## src/rtl/load_store_unit_if.sv

```systemverilog
// Request/response and data-memory signals of the load/store unit.
interface load_store_unit_if;
  logic        Start;
  logic [3:0]  Op;
  logic [31:0] Address;
  logic [31:0] StoreData;
  logic        Busy;
  logic        Done;
  logic        Error;
  logic [31:0] LoadData;
  logic        MemRead;
  logic        MemWrite;
  logic [31:0] MemAddress;
  logic [31:0] MemWriteData;
  logic [31:0] MemReadData;

  // Requester plus data memory: issues requests and returns read words.
  modport master (
    output Start, Op, Address, StoreData, MemReadData,
    input  Busy, Done, Error, LoadData, MemRead, MemWrite, MemAddress, MemWriteData
  );

  // Load/store unit side.
  modport slave (
    input  Start, Op, Address, StoreData, MemReadData,
    output Busy, Done, Error, LoadData, MemRead, MemWrite, MemAddress, MemWriteData
  );
endinterface

```

## src/rtl/load_store_unit.sv

```systemverilog
// Load/store unit: byte/half/word loads with sign/zero extension, word stores
// and read-modify-write sub-word stores against a 64-word data memory.
module load_store_unit (
  input  logic             clk,
  input  logic             rst_n,
  load_store_unit_if.slave bus
);

  localparam int unsigned DW     = 32;
  localparam int unsigned AW     = 32;
  localparam int unsigned WIDX_W = 6;
  localparam int unsigned BYTE_W = 8;
  localparam int unsigned HALF_W = 16;

  localparam logic [1:0] SZ_BYTE = 2'b00;
  localparam logic [1:0] SZ_HALF = 2'b01;
  localparam logic [1:0] SZ_WORD = 2'b10;
  localparam logic [1:0] SZ_BAD  = 2'b11;

  typedef enum logic [2:0] {
    S_IDLE     = 3'd0,
    S_LOAD     = 3'd1,
    S_RMW_READ = 3'd2,
    S_STORE    = 3'd3,
    S_DONE     = 3'd4
  } state_e;

  state_e              state_q,     state_d;
  logic [1:0]          size_q,      size_d;
  logic                unsigned_q,  unsigned_d;
  logic [1:0]          offset_q,    offset_d;
  logic [WIDX_W-1:0]   widx_q,      widx_d;
  logic [HALF_W-1:0]   sdata_q,     sdata_d;
  logic                busy_q,      busy_d;
  logic                done_q,      done_d;
  logic                error_q,     error_d;
  logic [DW-1:0]       load_data_q, load_data_d;
  logic                mem_read_q,  mem_read_d;
  logic                mem_write_q, mem_write_d;
  logic [AW-1:0]       mem_addr_q,  mem_addr_d;
  logic [DW-1:0]       mem_wdata_q, mem_wdata_d;

  logic                req_illegal;
  logic                req_store;

  // Pick the addressed lane of a little-endian word and extend it to 32 bits.
  function automatic logic [DW-1:0] extract_lane(input logic [DW-1:0] word,
                                                 input logic [1:0]    size,
                                                 input logic [1:0]    off,
                                                 input logic          is_unsigned);
    logic [DW-1:0] shifted;
    logic [DW-1:0] result;
    shifted = word >> {off, 3'b000};
    unique case (size)
      SZ_BYTE: result = is_unsigned
                        ? {{(DW-BYTE_W){1'b0}}, shifted[BYTE_W-1:0]}
                        : {{(DW-BYTE_W){shifted[BYTE_W-1]}}, shifted[BYTE_W-1:0]};
      SZ_HALF: result = is_unsigned
                        ? {{(DW-HALF_W){1'b0}}, shifted[HALF_W-1:0]}
                        : {{(DW-HALF_W){shifted[HALF_W-1]}}, shifted[HALF_W-1:0]};
      default: result = word;
    endcase
    return result;
  endfunction

  // Replace the addressed byte or half of a word with new store data.
  function automatic logic [DW-1:0] merge_lane(input logic [DW-1:0]     word,
                                               input logic [HALF_W-1:0] data,
                                               input logic [1:0]        size,
                                               input logic [1:0]        off);
    logic [DW-1:0] mask;
    logic [DW-1:0] ins;
    if (size == SZ_HALF) begin
      mask = {{(DW-HALF_W){1'b0}}, {HALF_W{1'b1}}} << {off, 3'b000};
      ins  = {{(DW-HALF_W){1'b0}}, data} << {off, 3'b000};
    end else begin
      mask = {{(DW-BYTE_W){1'b0}}, {BYTE_W{1'b1}}} << {off, 3'b000};
      ins  = {{(DW-BYTE_W){1'b0}}, data[BYTE_W-1:0]} << {off, 3'b000};
    end
    return (word & ~mask) | (ins & mask);
  endfunction

  // Classify the incoming request: illegal size, misalignment or out of range.
  always_comb begin
    req_store   = bus.Op[3];
    req_illegal = 1'b0;
    unique case (bus.Op[1:0])
      SZ_BYTE: req_illegal = 1'b0;
      SZ_HALF: req_illegal = bus.Address[0];
      SZ_WORD: req_illegal = (bus.Address[1:0] != 2'b00);
      SZ_BAD:  req_illegal = 1'b1;
      default: req_illegal = 1'b1;
    endcase
    if (bus.Address[AW-1:8] != '0) begin
      req_illegal = 1'b1;
    end
  end

  // Next state, latched request fields and next values of registered outputs.
  always_comb begin
    state_d     = state_q;
    size_d      = size_q;
    unsigned_d  = unsigned_q;
    offset_d    = offset_q;
    widx_d      = widx_q;
    sdata_d     = sdata_q;
    load_data_d = load_data_q;
    error_d     = 1'b0;
    mem_wdata_d = '0;

    unique case (state_q)
      S_IDLE: begin
        if (bus.Start) begin
          size_d     = bus.Op[1:0];
          unsigned_d = bus.Op[2];
          offset_d   = bus.Address[1:0];
          widx_d     = bus.Address[7:2];
          sdata_d    = bus.StoreData[HALF_W-1:0];
          if (req_illegal) begin
            state_d = S_DONE;
            error_d = 1'b1;
          end else if (!req_store) begin
            state_d = S_LOAD;
          end else if (bus.Op[1:0] == SZ_WORD) begin
            state_d     = S_STORE;
            mem_wdata_d = bus.StoreData;
          end else begin
            state_d = S_RMW_READ;
          end
        end
      end
      S_LOAD: begin
        load_data_d = extract_lane(bus.MemReadData, size_q, offset_q, unsigned_q);
        state_d     = S_DONE;
      end
      S_RMW_READ: begin
        mem_wdata_d = merge_lane(bus.MemReadData, sdata_q, size_q, offset_q);
        state_d     = S_STORE;
      end
      S_STORE: begin
        state_d = S_DONE;
      end
      S_DONE: begin
        state_d = S_IDLE;
      end
      default: begin
        state_d = S_IDLE;
      end
    endcase

    // Outputs follow the state being entered so they are clean flop outputs.
    busy_d      = (state_d == S_LOAD) || (state_d == S_RMW_READ) || (state_d == S_STORE);
    mem_read_d  = (state_d == S_LOAD) || (state_d == S_RMW_READ);
    mem_write_d = (state_d == S_STORE);
    done_d      = (state_d == S_DONE);
    mem_addr_d  = (mem_read_d || mem_write_d) ? {{(AW-WIDX_W){1'b0}}, widx_d} : '0;
  end

  // State and output registers; reset aborts any request in flight.
  always_ff @(posedge clk or negedge rst_n) begin
    if (!rst_n) begin
      state_q     <= S_IDLE;
      size_q      <= '0;
      unsigned_q  <= 1'b0;
      offset_q    <= '0;
      widx_q      <= '0;
      sdata_q     <= '0;
      busy_q      <= 1'b0;
      done_q      <= 1'b0;
      error_q     <= 1'b0;
      load_data_q <= '0;
      mem_read_q  <= 1'b0;
      mem_write_q <= 1'b0;
      mem_addr_q  <= '0;
      mem_wdata_q <= '0;
    end else begin
      state_q     <= state_d;
      size_q      <= size_d;
      unsigned_q  <= unsigned_d;
      offset_q    <= offset_d;
      widx_q      <= widx_d;
      sdata_q     <= sdata_d;
      busy_q      <= busy_d;
      done_q      <= done_d;
      error_q     <= error_d;
      load_data_q <= load_data_d;
      mem_read_q  <= mem_read_d;
      mem_write_q <= mem_write_d;
      mem_addr_q  <= mem_addr_d;
      mem_wdata_q <= mem_wdata_d;
    end
  end

  assign bus.Busy         = busy_q;
  assign bus.Done         = done_q;
  assign bus.Error        = error_q;
  assign bus.LoadData     = load_data_q;
  assign bus.MemRead      = mem_read_q;
  assign bus.MemWrite     = mem_write_q;
  assign bus.MemAddress   = mem_addr_q;
  assign bus.MemWriteData = mem_wdata_q;

endmodule
```

## src/flat_wrapper.sv

```systemverilog
// flat-port wrapper written by rule: the top's interface ports become plain ports
module load_store_unit_flat 
  (clk, rst_n, bus_Start, bus_Op, bus_Address, bus_StoreData, bus_MemReadData, bus_Busy, bus_Done, bus_Error, bus_LoadData, bus_MemRead, bus_MemWrite, bus_MemAddress, bus_MemWriteData);
  load_store_unit_if bus_i ();
  input  logic clk;
  input  logic rst_n;
  input wire logic [$bits(bus_i.Start)-1:0] bus_Start;
  input wire logic [$bits(bus_i.Op)-1:0] bus_Op;
  input wire logic [$bits(bus_i.Address)-1:0] bus_Address;
  input wire logic [$bits(bus_i.StoreData)-1:0] bus_StoreData;
  input wire logic [$bits(bus_i.MemReadData)-1:0] bus_MemReadData;
  output wire logic [$bits(bus_i.Busy)-1:0] bus_Busy;
  output wire logic [$bits(bus_i.Done)-1:0] bus_Done;
  output wire logic [$bits(bus_i.Error)-1:0] bus_Error;
  output wire logic [$bits(bus_i.LoadData)-1:0] bus_LoadData;
  output wire logic [$bits(bus_i.MemRead)-1:0] bus_MemRead;
  output wire logic [$bits(bus_i.MemWrite)-1:0] bus_MemWrite;
  output wire logic [$bits(bus_i.MemAddress)-1:0] bus_MemAddress;
  output wire logic [$bits(bus_i.MemWriteData)-1:0] bus_MemWriteData;
  assign bus_i.Start = bus_Start;
  assign bus_i.Op = bus_Op;
  assign bus_i.Address = bus_Address;
  assign bus_i.StoreData = bus_StoreData;
  assign bus_i.MemReadData = bus_MemReadData;
  assign bus_Busy = bus_i.Busy;
  assign bus_Done = bus_i.Done;
  assign bus_Error = bus_i.Error;
  assign bus_LoadData = bus_i.LoadData;
  assign bus_MemRead = bus_i.MemRead;
  assign bus_MemWrite = bus_i.MemWrite;
  assign bus_MemAddress = bus_i.MemAddress;
  assign bus_MemWriteData = bus_i.MemWriteData;
  load_store_unit u_core (.clk(clk), .rst_n(rst_n), .bus(bus_i));
endmodule
```

## config.mk

```make
export PLATFORM = sky130hd
export DESIGN_NAME = load_store_unit_flat
export DESIGN_NICKNAME = d
export VERILOG_FILES = /design/src/rtl/load_store_unit_if.sv /design/src/rtl/load_store_unit.sv /design/src/flat_wrapper.sv
export SDC_FILE = /design/constraint.sdc
export NUM_CORES = 1
export LEC_CHECK = 0
export ABC_CLOCK_PERIOD_IN_PS = 2300
export CORE_UTILIZATION = 45
export CTS_CLUSTER_DIAMETER = 80
export CTS_CLUSTER_SIZE = 10
export DETAILED_ROUTE_END_ITERATION = 6
export GPL_TIMING_DRIVEN = 1
export PLACE_DENSITY_LB_ADDON = 0.3
export SLEW_MARGIN = 10
export SYNTH_ARGS = -nofsm -noshare
export SYNTH_HDL_FRONTEND = slang
export SYNTH_SLANG_ARGS = --single-unit
```

## constraint.sdc

```tcl
create_clock -name clk -period 2.3 [get_ports clk]
set_clock_uncertainty 0.05 [all_clocks]
set_input_delay 0.46 -clock clk [delete_from_list [all_inputs] [get_ports clk]]
set_output_delay 0.46 -clock clk [all_outputs]
set_load 0.005 [all_outputs]
```

==> metrics.csv <==
metric,value,unit
status,"finished, final reports clean",
crit_start,bus_MemReadData[31],
dp_slack,-0.254,ns
htree_levels,3,
num_vias,4837,
crit_type,in2reg,
viasPerCell,5.55,
core,12000,um^2
r2r_cells,5,
avgSynthCellArea,10.0,um^2
routedWlPerCell,18.5,um
cp.arrival,2.45,ns
yosysTopAreaCell,dfrtp_1,
p_per_area,593,nW/um^2
ff2ff_setup_slack,0.15,ns
post_cts_buffers,0,
numCtsBuffers,9,
cap_viol_max_count,0,
place_congestion,0.921,
area_delta_synth_final,40.4,%
place_inst,857,
ys_warn_count,0,
synthTopCellsByArea,"dfrtp_1 47%, mux2i_1 8.9%, mux2_2 6.5%",
power.total,4.61,mW
worstHoldPathType,in2async,
port_buffers,177,
clock.fmax,452,MHz
fill_cells,968,
drc,0,
r2r-start,u_core.offset_q[0],
fp.dieW,113,um
initial_core_util,0.461,
dieArea,12800,um^2
grt_pass1_vias,4685,
regArea,2630,um^2
rsz0062_at_grt,false,
drtIter0Drc,325,
finalSetupViolations,0,
clock_tree.root_cell,clkbuf_16,
use_met3,0.0332,
syn_inst,551,
worstSetupStartpointType,input port,
synthDistinctLibCells,46,
fin_crit_sh,0.961,
p_leak,3.30,nW
worst_r2r_endpoint,u_core.bus.MemWriteData[17],
synth-seq-cells,105,
dp.final_hpwl,12100,um
clock-sinks,105,
use_met1,0.351,
ir_worst_vdd,0.000367,V
die_h,113,um
ys_async_sr_fraction,1.00,
synth_edf_count,0,
layout_min_cycle_time,2.21,ns
synth_most_common_cell,dfrtp_1,
worst-path-max-fanout,10,
crit_required,2.53,ns
endpoint,u_core.bus.LoadData[26],
setup_ws,0.0888,ns
drive_above_1_share,0.127,
wirelength,16100,um
instances_no_fill,872,
synthTopCellsByCount,"105 x dfrtp_1, 68 x nand2_1, 50 x o21ai_0",
multi_input_area,2620,um^2
grt_pass1_wl,25200,um
gr-usage-met2,0.422,
post-route-util,0.647,
synthesis.area,5540,um^2
diodes,0,
nNetsFinal,824,
postCtsHoldBufs,0,
ios,204,
hold_violations,0,
postRouteAntennaNets,0,
grt_busiest_layer,met2,
end_kind,register,
worstMarginPinSlew,0.566,ns
cts.repair.resized,0,
max_slew_margin,0.622,
grt_overflow,0,
grt_usage,0.258,
dr.pass1.iters,5,
final_max_slew_viol_count,0,
ys_seq_area_frac,0.475,
rows,40,
clk_latency,0.35,ns
antenna_found_initial,0,
cts_tree,yes,
clk_pin_slew,0.07,ns
grt_start_max_net_pins,56,
synth_top_area_share,0.475,
synth_ff_type,dfrtp_1,
cts_buffer_depth,2,
-- layer usage --
metal	up-vias	routed length (um)	part of all wire
met5	-	0	0
met4	0	329	0.020
met3	24	998	0.062
met2	220	7660	0.48
met1	2335	7100	0.44
li1	2258	-	-
-- layout by cell type (no fill, tap or decap), types with 2 or more instances in the layout --
| master | n |
|---|---|
| nor4_1 | 6 |
| o211ai_1 | 2 |
| dfrtp_1 | 105 |
| nor3_1 | 3 |
| nand2_1 | 68 |
| buf_4 | 24 |
| a22o_1 | 8 |
| clkdlybuf4s50_1 | 176 |
| clkbuf_16 | 9 |
| o22ai_1 | 32 |
| o21ai_0 | 50 |
| inv_1 | 5 |
| nor3b_1 | 6 |
| buf_12 | 3 |
| a2bb2oi_1 | 7 |
| nand3_2 | 10 |
| mux2_2 | 32 |
| nand3b_1 | 9 |
| nor2_1 | 9 |
| or3b_2 | 2 |
| nand3_1 | 22 |
| and2_1 | 4 |
| conb_1 | 26 |
| nand2b_1 | 12 |
| a21oi_1 | 19 |
| bufinv_16 | 2 |
| mux2i_1 | 49 |
-- critical path: stages --
cell	delay, ns
clkdlybuf4s50_1	0.56
mux2i_1	0.12
mux4_2	0.47
or4_1	0.54
buf_4	0.22
nand3_2	0.07
-- worst min path at each step --
stage	slack, ns	to	start	depth (start not counted)
after CTS	0.05	u_core.bus.MemWriteData[8]	rst_n	1
after floorplan	0.11	u_core.bus.Busy	rst_n	0
after global placement	0.41	u_core.bus.MemWriteData[20]	rst_n	1
after detailed placement	0.41	u_core.bus.MemWriteData[20]	rst_n	1
after global routing	0.06	u_core.bus.MemWriteData[8]	rst_n	1
final	0.03	u_core.bus.MemWriteData[8]	rst_n	1
-- cell type report --
type                       instances  area share
multi-input combinational        397       0.337
clock buffer                      10      0.0295
sequential                       105       0.338
inverter                           5     0.00242
clock inverter                     5      0.0114
tap                              147      0.0237
timing repair buffer             203       0.258
-- sequential cells by signal, summed over array words and instances, names as in the netlist --
name,cells
u_core.bus.MemAddress,6
u_core.offset_q,2
u_core.sdata_q,16
u_core.bus.MemRead,1
u_core.bus.Busy,1
u_core.bus.LoadData,32
u_core.unsigned_q,1
u_core.widx_q,6
u_core.bus.MemWrite,1
u_core.bus.Done,1
u_core.state_q,3
u_core.bus.MemWriteData,32
u_core.bus.Error,1
u_core.size_q,2
-- metrics by stage --
step           setup TNS (ns)  instance area (um^2)  hold slack (ns)
2_1_floorplan               0                  5630            0.114
3_3_place_gp            -2.84                  7450            0.405
3_5_place_dp            -3.65                  7450            0.415
4_1_cts                     0                  7770           0.0473
5_1_grt                     0                  7770           0.0617
6_report                    0                  7770           0.0254
-- where the power goes --
part           internal, mW  total (mW)  switching (mW)
combinational         0.477       0.958           0.481
sequential             1.92        1.99          0.0754
clock                 0.962        1.66           0.694
-- logic make-up (layout without fill, tap and decap cells) --
group,count (synthesis),count (layout),synth area share
compound gates,128,128,0.140
xor+xnor,1,1,0.00158
buf+inv,74,223,0.0719
flops,105,105,0.475
mux,82,82,0.158
other cells,1,26,0.000677
simple gates,160,160,0.154
Note: power is estimated with default switching activity, not from simulation.
